<file path="config.mk">
export PLATFORM = sky130hd
export DESIGN_NAME = display_write_arbiter_flat
export DESIGN_NICKNAME = d
export VERILOG_FILES = /design/src/rtl/display_write_arbiter_if.sv /design/src/rtl/display_write_arbiter.sv /design/src/flat_wrapper.sv
export SDC_FILE = /design/constraint.sdc
export NUM_CORES = 1
export LEC_CHECK = 0
export BUFFER_PORTS_ARGS = -buffer_cell sky130_fd_sc_hd__buf_2
export CORE_MARGIN = 2
export CORE_UTILIZATION = 44
export DETAILED_ROUTE_END_ITERATION = 16
export PLACE_DENSITY = 0.75
export SYNTH_ARGS = -nofsm -noshare
export SYNTH_HDL_FRONTEND = slang
export SYNTH_SLANG_ARGS = --single-unit
</file>
<file path="constraint.sdc">
create_clock -name clk -period 1.7 [get_ports clk]
set_input_delay 0.255 -clock clk [delete_from_list [all_inputs] [get_ports clk]]
set_output_delay 0.255 -clock clk [all_outputs]
set_load 0.005 [all_outputs]
</file>
<file path="src/rtl/display_write_arbiter_if.sv">
// Requester and hex-writer handshake bundle for display_write_arbiter.
// master: the arbiter; slave: requesters plus the display writer.
interface display_write_arbiter_if #(
    parameter int unsigned NUM_REQ = 2
);
    logic [NUM_REQ-1:0]    req_valid;
    logic [16*NUM_REQ-1:0] req_data;
    logic [NUM_REQ-1:0]    req_ack;
    logic                  hex_latch;
    logic [15:0]           hex_data;
    logic                  hex_busy;
    logic                  busy;
    logic [1:0]            owner;
    logic                  err_timeout;

    modport master (
        input  req_valid, req_data, hex_busy,
        output req_ack, hex_latch, hex_data, busy, owner, err_timeout
    );

    modport slave (
        output req_valid, req_data, hex_busy,
        input  req_ack, hex_latch, hex_data, busy, owner, err_timeout
    );
endinterface

</file>
<file path="src/rtl/display_write_arbiter.sv">
// Round-robin sharing of one TM1637 hex writer between NUM_REQ requesters,
// holding the granted value on hex_data and optionally re-writing it when idle.
module display_write_arbiter #(
    parameter int unsigned NUM_REQ        = 2,
    parameter int unsigned REFRESH_CYCLES = 0,
    parameter int unsigned START_TIMEOUT  = 16
) (
    input  logic                   clk,
    input  logic                   rst,
    display_write_arbiter_if.master bus
);
    localparam logic [1:0] S_IDLE       = 2'd0;
    localparam logic [1:0] S_WAIT_START = 2'd1;
    localparam logic [1:0] S_WAIT_DONE  = 2'd2;

    logic [1:0]         state;
    logic [1:0]         last_grant;
    logic               have_value;
    logic [31:0]        refresh_cnt;
    logic [7:0]         start_cnt;

    logic               grant_found;
    logic [1:0]         grant_idx;
    logic [15:0]        grant_data;
    logic [NUM_REQ-1:0] grant_vec;
    logic               refresh_due;
    logic [3:0]         valid4;
    logic [63:0]        data4;

    // Requests are zero-padded to four slots so every select is a plain 2-bit index.
    always_comb begin
        int unsigned idx;
        idx         = 0;
        valid4      = 4'(bus.req_valid);
        data4       = 64'(bus.req_data);
        grant_found = 1'b0;
        grant_idx   = '0;
        for (int unsigned i = 1; i <= NUM_REQ; i++) begin
            idx = (32'(last_grant) + i) % NUM_REQ;
            if (!grant_found && valid4[2'(idx)]) begin
                grant_found = 1'b1;
                grant_idx   = 2'(idx);
            end
        end
        grant_data  = data4[{grant_idx, 4'b0000} +: 16];
        grant_vec   = (NUM_REQ)'(4'b0001 << grant_idx);
        refresh_due = (REFRESH_CYCLES != 0) && have_value &&
                      (refresh_cnt == REFRESH_CYCLES - 1);
    end

    always_ff @(posedge clk or posedge rst) begin
        if (rst) begin
            state           <= S_IDLE;
            last_grant      <= 2'(NUM_REQ - 1);
            have_value      <= 1'b0;
            refresh_cnt     <= '0;
            start_cnt       <= '0;
            bus.req_ack     <= '0;
            bus.hex_latch   <= 1'b0;
            bus.hex_data    <= '0;
            bus.busy        <= 1'b0;
            bus.owner       <= '0;
            bus.err_timeout <= 1'b0;
        end else begin
            bus.hex_latch <= 1'b0;
            bus.req_ack   <= '0;
            case (state)
                S_IDLE: begin
                    // A live request always beats a refresh expiring on the same cycle.
                    if (!bus.hex_busy && grant_found) begin
                        bus.hex_data  <= grant_data;
                        bus.req_ack   <= grant_vec;
                        bus.hex_latch <= 1'b1;
                        bus.busy      <= 1'b1;
                        bus.owner     <= grant_idx;
                        last_grant    <= grant_idx;
                        have_value    <= 1'b1;
                        refresh_cnt   <= '0;
                        start_cnt     <= '0;
                        state         <= S_WAIT_START;
                    end else if (!bus.hex_busy && refresh_due) begin
                        bus.hex_latch <= 1'b1;
                        bus.busy      <= 1'b1;
                        refresh_cnt   <= '0;
                        start_cnt     <= '0;
                        state         <= S_WAIT_START;
                    end else if ((REFRESH_CYCLES != 0) && have_value) begin
                        refresh_cnt <= refresh_cnt + 32'd1;
                    end
                end
                S_WAIT_START: begin
                    if (bus.hex_busy) begin
                        state <= S_WAIT_DONE;
                    end else if (start_cnt == 8'(START_TIMEOUT - 1)) begin
                        bus.err_timeout <= 1'b1;
                        bus.busy        <= 1'b0;
                        state           <= S_IDLE;
                    end else begin
                        start_cnt <= start_cnt + 8'd1;
                    end
                end
                S_WAIT_DONE: begin
                    if (!bus.hex_busy) begin
                        bus.busy    <= 1'b0;
                        refresh_cnt <= '0;
                        state       <= S_IDLE;
                    end
                end
                default: state <= S_IDLE;
            endcase
        end
    end
endmodule

</file>
<file path="src/flat_wrapper.sv">
// flat-port wrapper written by rule: the top's interface ports become plain ports
module display_write_arbiter_flat 
#(
    parameter int unsigned NUM_REQ        = 2,
    parameter int unsigned REFRESH_CYCLES = 0,
    parameter int unsigned START_TIMEOUT  = 16
)
  (clk, rst, bus_req_valid, bus_req_data, bus_hex_busy, bus_req_ack, bus_hex_latch, bus_hex_data, bus_busy, bus_owner, bus_err_timeout);
  display_write_arbiter_if #(.NUM_REQ(NUM_REQ)) bus_i ();
  input  logic clk;
  input  logic rst;
  input wire logic [$bits(bus_i.req_valid)-1:0] bus_req_valid;
  input wire logic [$bits(bus_i.req_data)-1:0] bus_req_data;
  input wire logic [$bits(bus_i.hex_busy)-1:0] bus_hex_busy;
  output wire logic [$bits(bus_i.req_ack)-1:0] bus_req_ack;
  output wire logic [$bits(bus_i.hex_latch)-1:0] bus_hex_latch;
  output wire logic [$bits(bus_i.hex_data)-1:0] bus_hex_data;
  output wire logic [$bits(bus_i.busy)-1:0] bus_busy;
  output wire logic [$bits(bus_i.owner)-1:0] bus_owner;
  output wire logic [$bits(bus_i.err_timeout)-1:0] bus_err_timeout;
  assign bus_i.req_valid = bus_req_valid;
  assign bus_i.req_data = bus_req_data;
  assign bus_i.hex_busy = bus_hex_busy;
  assign bus_req_ack = bus_i.req_ack;
  assign bus_hex_latch = bus_i.hex_latch;
  assign bus_hex_data = bus_i.hex_data;
  assign bus_busy = bus_i.busy;
  assign bus_owner = bus_i.owner;
  assign bus_err_timeout = bus_i.err_timeout;
  display_write_arbiter #(.NUM_REQ(NUM_REQ), .REFRESH_CYCLES(REFRESH_CYCLES), .START_TIMEOUT(START_TIMEOUT)) u_core (.clk(clk), .rst(rst), .bus(bus_i));
endmodule
</file>
After elaboration in Yosys (flattened, before gate mapping)

Cells that the tools add are included.

Bits of input ports: 37
Output and inout port bits: 23
Bits in read-only memories: 0
Memories kept: 0
Flip-flop bits (word level): 34
Bits in latches: 0
RAM bits: 0
Logic and storage cells: 64

Add/sub/neg operators: 3
Shift-type cells: 2
Div/mod/pow operators: 0
Bitwise operators: 1
Equality and inequality tests: 9
Reductions and logical operators: 12
Multiplexer cells: 26
Order comparisons: 2
$mul: 0

Operators by type and width:

| kind                                                                         | count |
|---|---|
| 64-bit by 6-bit variable part select with 16-bit output                      | 1 |
| 8-bit two-way mux                                                            | 3 |
| 8-bit one-hot mux with 2 select lines                                        | 1 |
| 1-bit two-way mux                                                            | 14 |
| 2-bit two-way mux                                                            | 6 |
| 8-bit by 1-bit adder with 8-bit output, second input constant                | 1 |
| 8-bit by 4-bit equality test with 1-bit output, second input constant        | 1 |
| 1-bit by 3-bit less-than comparator with 1-bit output, second input constant | 2 |
| 2-bit != test, second input constant                                         | 3 |
| 2-bit one-hot mux with 3 select lines                                        | 1 |
| 3-bit AND reduction                                                          | 2 |
| 5-bit AND reduction                                                          | 1 |
| 2-bit by 1-bit != test with 1-bit output, second input constant              | 2 |
| 4-bit AND reduction                                                          | 1 |
| 3-bit by 2-bit != test with 1-bit output, second input constant              | 1 |
| 1-bit one-hot mux with 3 select lines                                        | 1 |
| 3-bit nonzero test                                                           | 1 |
| 1-bit adder, second input constant                                           | 2 |
| 2-bit by 1-bit equality test with 1-bit output, second input constant        | 1 |
| 2-bit equality test, second input constant                                   | 1 |
| 1-bit logical AND                                                            | 2 |
| 1-bit zero test                                                              | 2 |
| 2-bit zero test                                                              | 1 |
| 2-bit AND reduction                                                          | 1 |
| other kinds (3)                                                              | 3 |

Logic depth before layout (Yosys ltp)

Depth in word-level cells: 10
Mapped depth: 7

Worst setup path before layout

OpenSTA, ideal clock, no wires.

Path kind: flip-flop to flip-flop
From: register u_core.start_cnt[0]
To: register u_core.start_cnt[7]
Period minus slack after synthesis: 1718 ps
Stages on the path, launching flop included: 6
Path slack: -18 ps
Buffers on the path: 0
Setup time: 126 ps
Data arrival time: 1592 ps
Path through: dfrtp_1 ha_1 and3_4 a31oi_1 nand2_1 a221o_1

Longest elaborated chain between the ends: 4
Elaborated cells on any way between the ends: 7
Classes of those cells: add/sub: 1; eq/ne: 2; mux: 3; reduce/logical: 1

RTL lines:

| item                                   | RTL line                    | source |
|---|---|---|
| start, declared                        | display_write_arbiter.sv:20 | `logic [7:0] start_cnt;` |
| start signal, assigned                 | display_write_arbiter.sv:99 | `start_cnt <= start_cnt + 8'd1;` |
| 8-bit by 1-bit adder with 8-bit output | display_write_arbiter.sv:99 |  |
| 8-bit two-way mux                      | display_write_arbiter.sv:94 | `end else if (start_cnt == 8'(START_TIMEOUT - 1)) begin` |
| 8-bit two-way mux                      | display_write_arbiter.sv:92 | `if (bus.hex_busy) begin` |
| 8-bit one-hot mux with 2 select lines  | display_write_arbiter.sv:67 | `case (state)` |

Several ways; a longest one is shown, not always the timed one. The select of a mux whose other input is x is not followed.
A chain may end at the register's enable or synchronous reset.

Worst setup path after layout

From: register u_core.state[0]
To: register u_core.start_cnt[7]

Longest elaborated chain between the ends: 3
Elaborated cells on any way between the ends: 8
Classes of those cells: eq/ne: 4; mux: 1; reduce/logical: 3

RTL lines:

| item                                                                              | RTL line                    | source |
|---|---|---|
| start, declared                                                                   | display_write_arbiter.sv:16 | `logic [1:0] state;` |
| start signal, assigned                                                            | display_write_arbiter.sv:53 | `state <= S_IDLE;` |
| start signal, assigned                                                            | display_write_arbiter.sv:80 | `state <= S_WAIT_START;` |
| start signal, assigned                                                            | display_write_arbiter.sv:86 | `state <= S_WAIT_START;` |
| 2-bit by 1-bit equality test with 1-bit output or 2-bit zero test (tied branches) | display_write_arbiter.sv:67 |  |
| 2-bit != test (no line) (tied with other cells)                                   | -                           |  |
| 4-bit AND reduction (no line)                                                     | -                           |  |

Several ways; a longest one is shown, not always the timed one.

==> results by stage <==
Run status:
- The flow ran to the end, and the final reports show no timing, DRC or antenna violations.

Synthesis:
- The post-synthesis cell type with the largest combined area is dfrtp_1.
- The mean instance size in the synthesized netlist is approximately 10 µm².
- The share of flip-flops with an asynchronous set or reset after synthesis is between 90% and 100%.
- The cell count after synthesis is between 150 and 200.
- Among all flip-flop cells after synthesis, the most frequent one is dfrtp_1.
- Summing every instance area after synthesis gives ~1700 µm².
- Ranked by total cell area, the synthesized netlist is headed by dfrtp_1 48%, mux2i_1 9.7%, nor2_1 5.0%.
- The sequential element share of the synthesized area is between 40% and 50%.
- The number of nets handed over by synthesis was around 200.
- The fraction of synthesized cell area taken by the top area cell type is 48.3%.
- The total of warnings raised by yosys is 0.
- In this run, synthesis inferred 0 flip-flops with an integrated enable.
- The number of distinct library cell variants in the gate-level netlist after synthesis is 39.
- Counting flops and latches in the post-synthesis netlist gives 33.

Cells and area:
- The final net count is between 200 and 300.
- The growth of design area from synthesis to finish is 39.7%.
- The utilization after layout is between 60% and 70%.
- The number of standard cells in the layout, taps in and fillers out is ~290.
- The diode insertion count for antenna repair is 0.
- The number of filler instances in the final layout is approximately 320.
- The share of cells above drive strength 1 is between 40 and 50%.

Floorplan:
- The x dimension of the die is 65.4 µm.
- The floorplan step defined a die boundary enclosing about 4300 µm².
- The die is about 65 µm tall.
- The core region is between 3000 and 4000 µm².
- The initial cell density of the core is about 46%.
- 60 I/O pins were placed.
- The placement row count is 22.

Worst setup path:
- The number of buffers and inverters on the critical path is 2.
- The category of the worst setup path launch point is a register.
- The critical path class is reg -> reg.
- Of all nets on the critical path, the largest fanout is 6.
- Data on the critical path is required at its endpoint by 1.87 ns.
- Data on the critical path arrives at its endpoint at ~1.8 ns.
- The slowest stage of the critical path belongs to the cell dfrtp_2.
- In this design, the stage delay of the slowest critical-path cell is between 0.4 and 0.5 ns.
- Traced cell by cell, the critical path runs through inv_2 -> ha_4 -> nor3b_4 -> a211oi_2 -> buf_4 -> a221o_1.
- The endpoint kind of the worst setup timing path is a register.
- The kind of cell adding the most delay to the critical path is flip-flops.

Run:
- The tool flagged a number of max-cap violations equal to 0.

Placement:
- The setup slack after placement is -0.0604 ns.
- The number of placed cells counting well taps is about 280.
- The congestion estimate from routability-driven global placement came to approximately 0.86.
- The count of input and output buffers is 58.
- The half-perimeter wire length after placement is around 2.7 mm.

Global route:
- The initial antenna violation count is 0.
- The first-pass GRT wire length is ~6.2 mm.
- The total global routing overflow is 0.
- Entering global routing, the biggest net connects 38 pins.
- The number of global-route vias before repair is 1,423.
- The overall track demand over capacity in global routing is between 15 and 20%.

Routing:
- After detailed routing, the average wire length per cell comes to between 10 and 15 µm.
- The via count of the routed design is 1,466.
- The overall routed net length is 3.72 mm.
- Using the TritonRoute via totals, the vias-per-cell ratio works out to around 5.1.
- The detailed router's first-iteration violation count is 100.
- In the routed design, unresolved DRC markers number 0.
- The final antenna-violating net count is 0.
- The first-pass iteration count of the detailed router is 4.

Clock network:
- TritonCTS built the clock tree.
- The CTS H-tree depth is 2.
- The clock drives 33 sinks.
- CTS placed an instance of clkbuf_8 at the clock tree root.
- Clock-pin slew was measured on the worst setup and hold paths at 0.07 ns.
- The maximum clock path buffer count is 2.
- The later pin in the worst-skew pair is clocked with a latency of 0.29 ns.
- Counting the buffers created by CTS gives 5.
- The hold buffer count at CTS is 0.

STA:
- The shortest period the worst path allows is about 1.6 ns.
- The worst path uses a little over nine tenths of the clock period.
- Setup repair after global routing could not meet its margin everywhere.
- The number of setup violations in the final report is 0.
- The number of endpoints with negative hold slack in the final report is 0.
- The worst slack on hold paths is between 0.03 and 0.04 ns.
- The number of slew-limit violations in the final report is 0.
- The achievable frequency is roughly 0.61 GHz.
- For the final database, setup skew stands at slightly above 0.009 ns.
- Setup slack closes at about 0.072 ns.

Pwr:
- The sequential power share is 36.0%.
- The part of the total power dissipated in combinational logic is between 40% and 50%.
- The proportion of total power due to net switching is between 30% and 40%.
- IR analysis of the VDD net gives a maximum drop of 0.721 mV.
- The clock network accounts for 21.1% of the total power.
- In this run the static leakage power is about 1.1 nW.
- After layout, the design draws a total of 3.52 mW.
- The internal power of the cells totals between 2 and 2.5 mW.
- In this run the power spent charging and discharging nets is 1.20 mW.
- Power spread over the standard cell area amounts to around 1500 nW/µm².

Worst hold path:
- In this run the worst hold path is classified as in -> async.
## flip-flops by register name (all words and copies together) (netlist names)
signal / count
u_core.bus.busy: 1
u_core.last_grant: 1
u_core.bus.err_timeout: 1
u_core.state: 2
u_core.bus.req_ack: 2
u_core.bus.hex_latch: 1
u_core.bus.owner: 1
u_core.start_cnt: 8
u_core.bus.hex_data: 16
## final timing paths
kind / startpoint / to / slack [ns] / depth (start not counted)
worst max-delay path: u_core.state[0] / u_core.start_cnt[7] / 0.07 / 6
worst min register to register: u_core.bus.err_timeout / u_core.bus.err_timeout / 0.48 / 1
min in group clk: bus_req_data[7] / u_core.bus.hex_data[7] / 0.25 / 3
max in group asynchronous: rst / u_core.last_grant[0] / 1.33 / 3
worst max register to register: u_core.state[0] / u_core.start_cnt[7] / 0.07 / 6
worst min-delay path: rst / u_core.bus.hex_data[0] / 0.04 / 3
## cell usage after synthesis (2+ instances only)
cell / n
a21oi_1: 16
a22o_1: 4
a31oi_1: 3
a41oi_1: 2
and3_1: 2
buf_2: 4
buf_4: 2
clkbuf_1: 2
dfrtp_1: 32
ha_1: 5
inv_1: 9
mux2i_1: 16
nand2_1: 8
nand3_1: 5
nor2_1: 22
nor3b_1: 2
o21ai_0: 4
o22ai_1: 2
## layer usage
| metal | part of all wire, % | track usage, % | vias to the layer above |
|---|---|---|---|
| met2 | 48 | 29.7 | 51 |
| met4 | 1.8 | 8.59 | 0 |
| met5 | 0 | 0 | - |
| met1 | 45 | 24.6 | 692 |
| li1 | - | - | 717 |
| met3 | 5.6 | 6.51 | 6 |
## cell type report
type	instances	area (µm²)	area share (%)
clock inverters	3	46.3	2.00
repair buffers	77	445	19.2
clock buffers	5	68.8	2.97
multi-input cells	111	831	35.9
flip-flops and latches	33	830	35.8
inverters	9	33.8	1.46
well taps	48	60.1	2.59
## power by group through the flow
stage	registers (mW)	clock network (mW)	logic, mW
final	1.27	0.743	1.51
after global routing	1.30	0.806	1.70
after CTS	1.26	0.761	1.40
after detailed placement	1.26	0	1.36
after global placement	1.25	0	1.31
after floorplan	1.28	0	0.720
## tightest hold or removal path, stage by stage
cell	delay, ns
buf_2	0.09
inv_1	0.04
buf_4	0.36
## cells in the final DEF, fill, tap and decap left out, types with 4 or more instances in the layout
| master | instances |
|---|---|
| nand3_1 | 5 |
| nand2_1 | 8 |
| buf_2 | 58 |
| o21ai_0 | 4 |
| a22o_1 | 4 |
| nor2_1 | 21 |
| a21oi_1 | 16 |
| buf_4 | 18 |
| mux2i_1 | 16 |
| clkbuf_8 | 5 |
| dfrtp_1 | 30 |
| inv_1 | 7 |
## repair_timing
item                                    CTS  global route
setup buffers                             1             2
endpoints found under the setup margin    6            29
gates resized for setup                   3            11
pin swaps                                 0             2
## metrics by stage
| stage | TNS (ns) | cell area (µm²) |
|---|---|---|
| after global routing | -0.00294 | 2310 |
| after detailed placement | -0.144 | 2110 |
| after floorplan | 0 | 1660 |
| after CTS | 0 | 2250 |
| final | 0 | 2310 |
| after global placement | 0 | 2110 |
## cells by family after synthesis
group | synth area share, %
buffers and inverters | 4.61
other | 0.226
xor gates and xnor gates | 0.529
muxes | 10.3
adders and majority gates | 3.78
and+or+nand+nor | 13.9
AOI/OAI and AO/OA | 16.7
DFF | 49.9
(Power assumes the default switching activity.)
